`src/rtl/rv32m_pkg.sv`:
```
// rv32m_pkg: shared funct3 encodings and FSM state type for the M-extension unit
package rv32m_pkg;
  localparam logic [2:0] F3_MUL    = 3'b000;
  localparam logic [2:0] F3_MULH   = 3'b001;
  localparam logic [2:0] F3_MULHSU = 3'b010;
  localparam logic [2:0] F3_MULHU  = 3'b011;
  localparam logic [2:0] F3_DIV    = 3'b100;
  localparam logic [2:0] F3_DIVU   = 3'b101;
  localparam logic [2:0] F3_REM    = 3'b110;
  localparam logic [2:0] F3_REMU   = 3'b111;
  typedef enum logic [1:0] {IDLE, DIV, DONE} state_t;
endpackage

```
`src/rtl/muldiv_unit_div_iter.sv`:
```
// div_iter: restoring radix-2 divider datapath, one quotient bit per enabled cycle
module div_iter #(
  parameter int XLEN = 32
) (
  input  logic            clk,
  input  logic            rst,
  input  logic            load,
  input  logic            en,
  input  logic [XLEN-1:0] dividend,
  input  logic [XLEN-1:0] divisor,
  output logic [XLEN-1:0] q_next,
  output logic [XLEN-1:0] r_next
);
  logic [XLEN-1:0] r, q, d;
  logic [XLEN:0] shifted;
  logic ge;
  always_comb begin
    shifted = {r, q[XLEN-1]};
    ge = shifted >= {1'b0, d};
    r_next = ge ? XLEN'(shifted - {1'b0, d}) : shifted[XLEN-1:0];
    q_next = {q[XLEN-2:0], ge};
  end
  always_ff @(posedge clk) begin
    if (rst) begin
      r <= '0;
      q <= '0;
      d <= '0;
    end else if (load) begin
      r <= '0;
      q <= dividend;
      d <= divisor;
    end else if (en) begin
      r <= r_next;
      q <= q_next;
    end
  end
endmodule

```
`src/rtl/muldiv_unit.sv`:
```
// muldiv_unit: RV32M unit with single-cycle multiply and 32-cycle iterative divide
module muldiv_unit
  import rv32m_pkg::*;
#(
  parameter int XLEN = 32
) (
  input  logic            clk,
  input  logic            rst,
  input  logic            start,
  input  logic [2:0]      funct3,
  input  logic [XLEN-1:0] op_a,
  input  logic [XLEN-1:0] op_b,
  input  logic [4:0]      rd_in,
  input  logic            flush,
  output logic            busy,
  output logic            done,
  output logic [XLEN-1:0] result,
  output logic [4:0]      rd_out
);
  localparam logic [XLEN-1:0] MIN_INT = {1'b1, {(XLEN-1){1'b0}}};
  state_t state, state_n;
  logic [4:0] cnt, rd_q;
  logic neg_q, neg_r, rem_sel;
  logic is_div, sgn_div, a_neg, b_neg, div_zero, ovf, fast, accept, last;
  logic mul_sa, mul_sb;
  logic [XLEN-1:0] a_mag, b_mag, fast_res, div_res, q_next, r_next;
  logic signed [2*XLEN-1:0] prod;
  always_comb begin
    is_div = funct3[2];
    sgn_div = is_div && !funct3[0];
    a_neg = sgn_div && op_a[XLEN-1];
    b_neg = sgn_div && op_b[XLEN-1];
    a_mag = a_neg ? -op_a : op_a;
    b_mag = b_neg ? -op_b : op_b;
    div_zero = op_b == '0;
    ovf = sgn_div && op_a == MIN_INT && op_b == '1;
    fast = !is_div || div_zero || ovf;
    mul_sa = funct3 == F3_MULH || funct3 == F3_MULHSU;
    mul_sb = funct3 == F3_MULH;
    prod = $signed({mul_sa && op_a[XLEN-1], op_a}) * $signed({mul_sb && op_b[XLEN-1], op_b});
    fast_res = !is_div ? (funct3 == F3_MUL ? prod[XLEN-1:0] : prod[2*XLEN-1:XLEN])
             : div_zero ? (funct3[1] ? op_a : '1)
             : (funct3[1] ? '0 : MIN_INT);
    accept = start && !flush && state != DIV;
    last = state == DIV && cnt == 5'd31;
    div_res = rem_sel ? (neg_r ? -r_next : r_next) : (neg_q ? -q_next : q_next);
    state_n = flush ? IDLE
            : state == DIV ? (last ? DONE : DIV)
            : accept ? (fast ? DONE : DIV) : IDLE;
    busy = state == DIV;
    done = state == DONE;
  end
  div_iter #(.XLEN(XLEN)) u_div (
    .clk(clk),
    .rst(rst),
    .load(accept && !fast),
    .en(state == DIV),
    .dividend(a_mag),
    .divisor(b_mag),
    .q_next(q_next),
    .r_next(r_next)
  );
  always_ff @(posedge clk) begin
    if (rst) begin
      state <= IDLE;
      cnt <= '0;
      result <= '0;
      rd_out <= '0;
      rd_q <= '0;
      neg_q <= 1'b0;
      neg_r <= 1'b0;
      rem_sel <= 1'b0;
    end else begin
      state <= state_n;
      cnt <= (state == DIV && !last) ? cnt + 5'd1 : '0;
      if (accept) begin
        rd_q <= rd_in;
        neg_q <= a_neg ^ b_neg;
        neg_r <= a_neg;
        rem_sel <= funct3[1];
      end
      if (accept && fast) begin
        result <= fast_res;
        rd_out <= rd_in;
      end else if (last && !flush) begin
        result <= div_res;
        rd_out <= rd_q;
      end
    end
  end
endmodule

```
`config.mk`:
```
export PLATFORM = sky130hd
export DESIGN_NAME = muldiv_unit
export DESIGN_NICKNAME = d
export VERILOG_FILES = /design/src/rtl/rv32m_pkg.sv /design/src/rtl/muldiv_unit_div_iter.sv /design/src/rtl/muldiv_unit.sv
export SDC_FILE = /design/constraint.sdc
export NUM_CORES = 2
export LEC_CHECK = 0
export ABC_AREA = 1
export ABC_CLOCK_PERIOD_IN_PS = 27500
export BUFFER_PORTS_ARGS = -buffer_cell sky130_fd_sc_hd__buf_2
export CAP_MARGIN = 15
export CORE_ASPECT_RATIO = 1.5
export CORE_UTILIZATION = 35
export CTS_CLUSTER_SIZE = 8
export DETAILED_ROUTE_END_ITERATION = 10
export GPL_TIMING_DRIVEN = 0
export PLACE_DENSITY = 0.57
export SYNTH_ARGS = -nofsm -noshare
export SYNTH_HDL_FRONTEND = slang
export SYNTH_SLANG_ARGS = --single-unit
```
`constraint.sdc`:
```
create_clock -name clk -period 27.5 [get_ports clk]
set_input_delay 4.125 -clock clk [delete_from_list [all_inputs] [get_ports clk]]
set_output_delay 4.125 -clock clk [all_outputs]
set_load 0.03 [all_outputs]
```
==> impl_metrics.ini <==
[yosys]
async_flop_share_pct = 0
syn_avg_cell_area_um2 = 7.39
yosysSeqAreaShare_pct = 5.68
synth_area_um2 = 52200
synth-edff-count = 0
syn-num-nets = 8519
ys_warn_count = 0
yosysUniqueCellTypes = 68
synth-seq-cells = 148
synth.top_cell.area_share_pct = 43.2
synth.area.top_cells = fa_1 43%, inv_1 13%, nand2_1 13%, ha_1 6.0%, dfxtp_1 5.7%
synth_ff_type = dfxtp_1
synthCells = 7066
yosys.area.top_type = fa_1

[die]
rows = 173
core_um2 = 148000
die_x_um = 317
initial_utilization_pct = 35.2
dieArea_um2 = 151000
die_y_um = 475
ios = 115

[critical_path]
crit_required_ns = 27.85
crit_top_cell = fa_1
path_delay_family = adder cells
startpoint_type = input port
slowest_delay_ns = 0.92
cp_num_buf_inv = 9
worstSetupEndpointType = register
critPathMaxFanout = 11
worst_path_max_delay_cell = fa_1
critical_path_class = input port to register
arrival_ns = 14.96

[timing]
fmax_mhz = 68.5
rsz0062_at_grt = no
drv_slew = 0
hold_viol = 0
relSlewSlack_pct = 7.70
post-route-min-period_ns = 14.60
max_slew.worst_pin.slew_ns = 1.38
fin_setup_tns_ns = 0
fin_crit_sh_pct = 53.1
finalSetupViolCount = 0
skew_ns = 0.0182

[drt]
wl_mm = 242
wire_per_inst_um = 26.5
drtIter0Drc = 4017
vias = 48178
antenna_left = 0
drc = 0
firstDrtPassIters = 5
vias_per_cell = 5.28

[global_routing]
grt_max_degree = 25
grt_overflow = 0
groute.usage.overall_pct = 32.6
grt_first_pass_wirelength_mm = 345
antenna_found_initial = 19
grt_pass1_vias = 50645

[final_layout]
fill_cells = 16003
final_common_cell = inv_1
most-common-layout-cells = 1876 x inv_1, 1748 x nand2_1, 1125 x fa_1
syn2layout_area_growth_pct = 7.07
fin_area_um2 = 55900
fin_nets = 8622
drive_gt1_share_pct = 3.45
register_area_um2 = 2960
multi_input_area_um2 = 40600

[clock_tree]
clk_latency_ns = 0.46
cts.htree.levels = 4
clkTransAtPathRegs_ns = 0.08
tritoncts.num_buffers = 17
post_cts_buffers = 0
cts_tree = built
cts_hold_buf = 0
root_buffer = clkbuf_16
cts_resized = 0
clock_path_buffers = 2
cts.sinks = 148

[hold_path]
hp-class = register to register

[placement]
dp_hpwl_mm = 206
port_buffers = 60
placed_area_um2 = 55100
gp_congestion = 1.02

[outcome]
status = finished clean

[flow_run]
cap_violations = 0
[worst register-to-register path, delay by kind of cell, from the launching register on]
family	cells	cell delay [ns]
compound gates	9	1.64
simple gates	9	1.98
flops	1	0.31
fa+ha+maj	2	0.59
buf+inv	4	0.59
[cells by family after synthesis]
family / Yosys count / share of synthesized area, %
AND/OR/NAND/NOR: 2445 / 19.1
AO/OA/AOI/OAI: 749 / 7.91
adder cells (fa/ha/maj): 1377 / 49.2
buffers and inverters: 2250 / 16.5
XOR/XNOR: 97 / 1.63
flip-flops: 148 / 5.68
[stage by stage]
| stage | cells | util, % | hold slack, ns | worst slack (ns) |
|---|---|---|---|---|
| floorplan | 7066 | - | 0.418 | 15.31 |
| global placement | 9051 | 37.1 | 0.432 | 12.20 |
| detailed placement | 9066 | 37.2 | 0.443 | 12.45 |
| CTS | 9098 | 37.6 | 0.457 | 12.89 |
| global route | 9107 | 37.7 | 0.466 | 12.52 |
| finish | 9123 | 37.7 | 0.459 | 12.90 |
[per-layer routing]
layer	track usage, %	part of all wire [%]
met5	0	0.043
met4	27.6	10
met3	6.09	7.8
met2	54.9	48
met1	35.1	34
[worst paths after layout]
| kind | start | endpoint | slack (ns) | depth (start not counted) |
|---|---|---|---|---|
| worst max-delay path | funct3[2] | result[28] | 12.90 | 33 |
| worst min-delay path | cnt[0] | cnt[0] | 0.46 | 1 |
| worst max register to register | u_div.d[30] | result[30] | 22.31 | 24 |
| worst min register to register | cnt[0] | cnt[0] | 0.46 | 1 |
[cells in the mapped netlist (all sizes together) (2+ instances only)]
master and n:
a2bb2oi 2, o31ai 3, o221ai 5, o21bai 10, ha 251, or2 9, nand2 1778, inv 1887
o22ai 6, a31oi 53, nor4 13, a21oi 312, xnor2 33, nor3 57, a21o 21, a21boi 5
nand4 38, buf 154, nand3b 17, a211oi 6, nor2 334, a221oi 3, clkinv 4, dfxtp 148
and3 6, o32ai 2, o211ai 22, and2 5, o21ai 286, nor3b 2, clkbuf 204, fa 1126
nand3 186, o21a 4, xor2 64
[state kept, by name (all words and copies together) (netlist names)]
| register | count |
|---|---|
| result | 32 |
| u_div.d | 32 |
| u_div.q | 32 |
| u_div.r | 32 |
| cnt | 5 |
| rd_out | 5 |
| rd_q | 5 |
| state | 2 |
| neg_q | 1 |
| neg_r | 1 |
| rem_sel | 1 |
[area by class of cell]
cell class / count / area share [%]
timing repair buffer: 84 / 1.16
clock inverter: 15 / 0.289
multi-input combinational: 4668 / 72.7
inverter: 1891 / 12.7
clock buffer: 17 / 0.761
sequential: 148 / 5.30
tap: 1925 / 4.31
buffer: 359 / 2.69
antenna: 16 / 0.0717
Power is not shown: default switching activity piles up to over one toggle a cycle in this logic, so the estimate is an artifact.
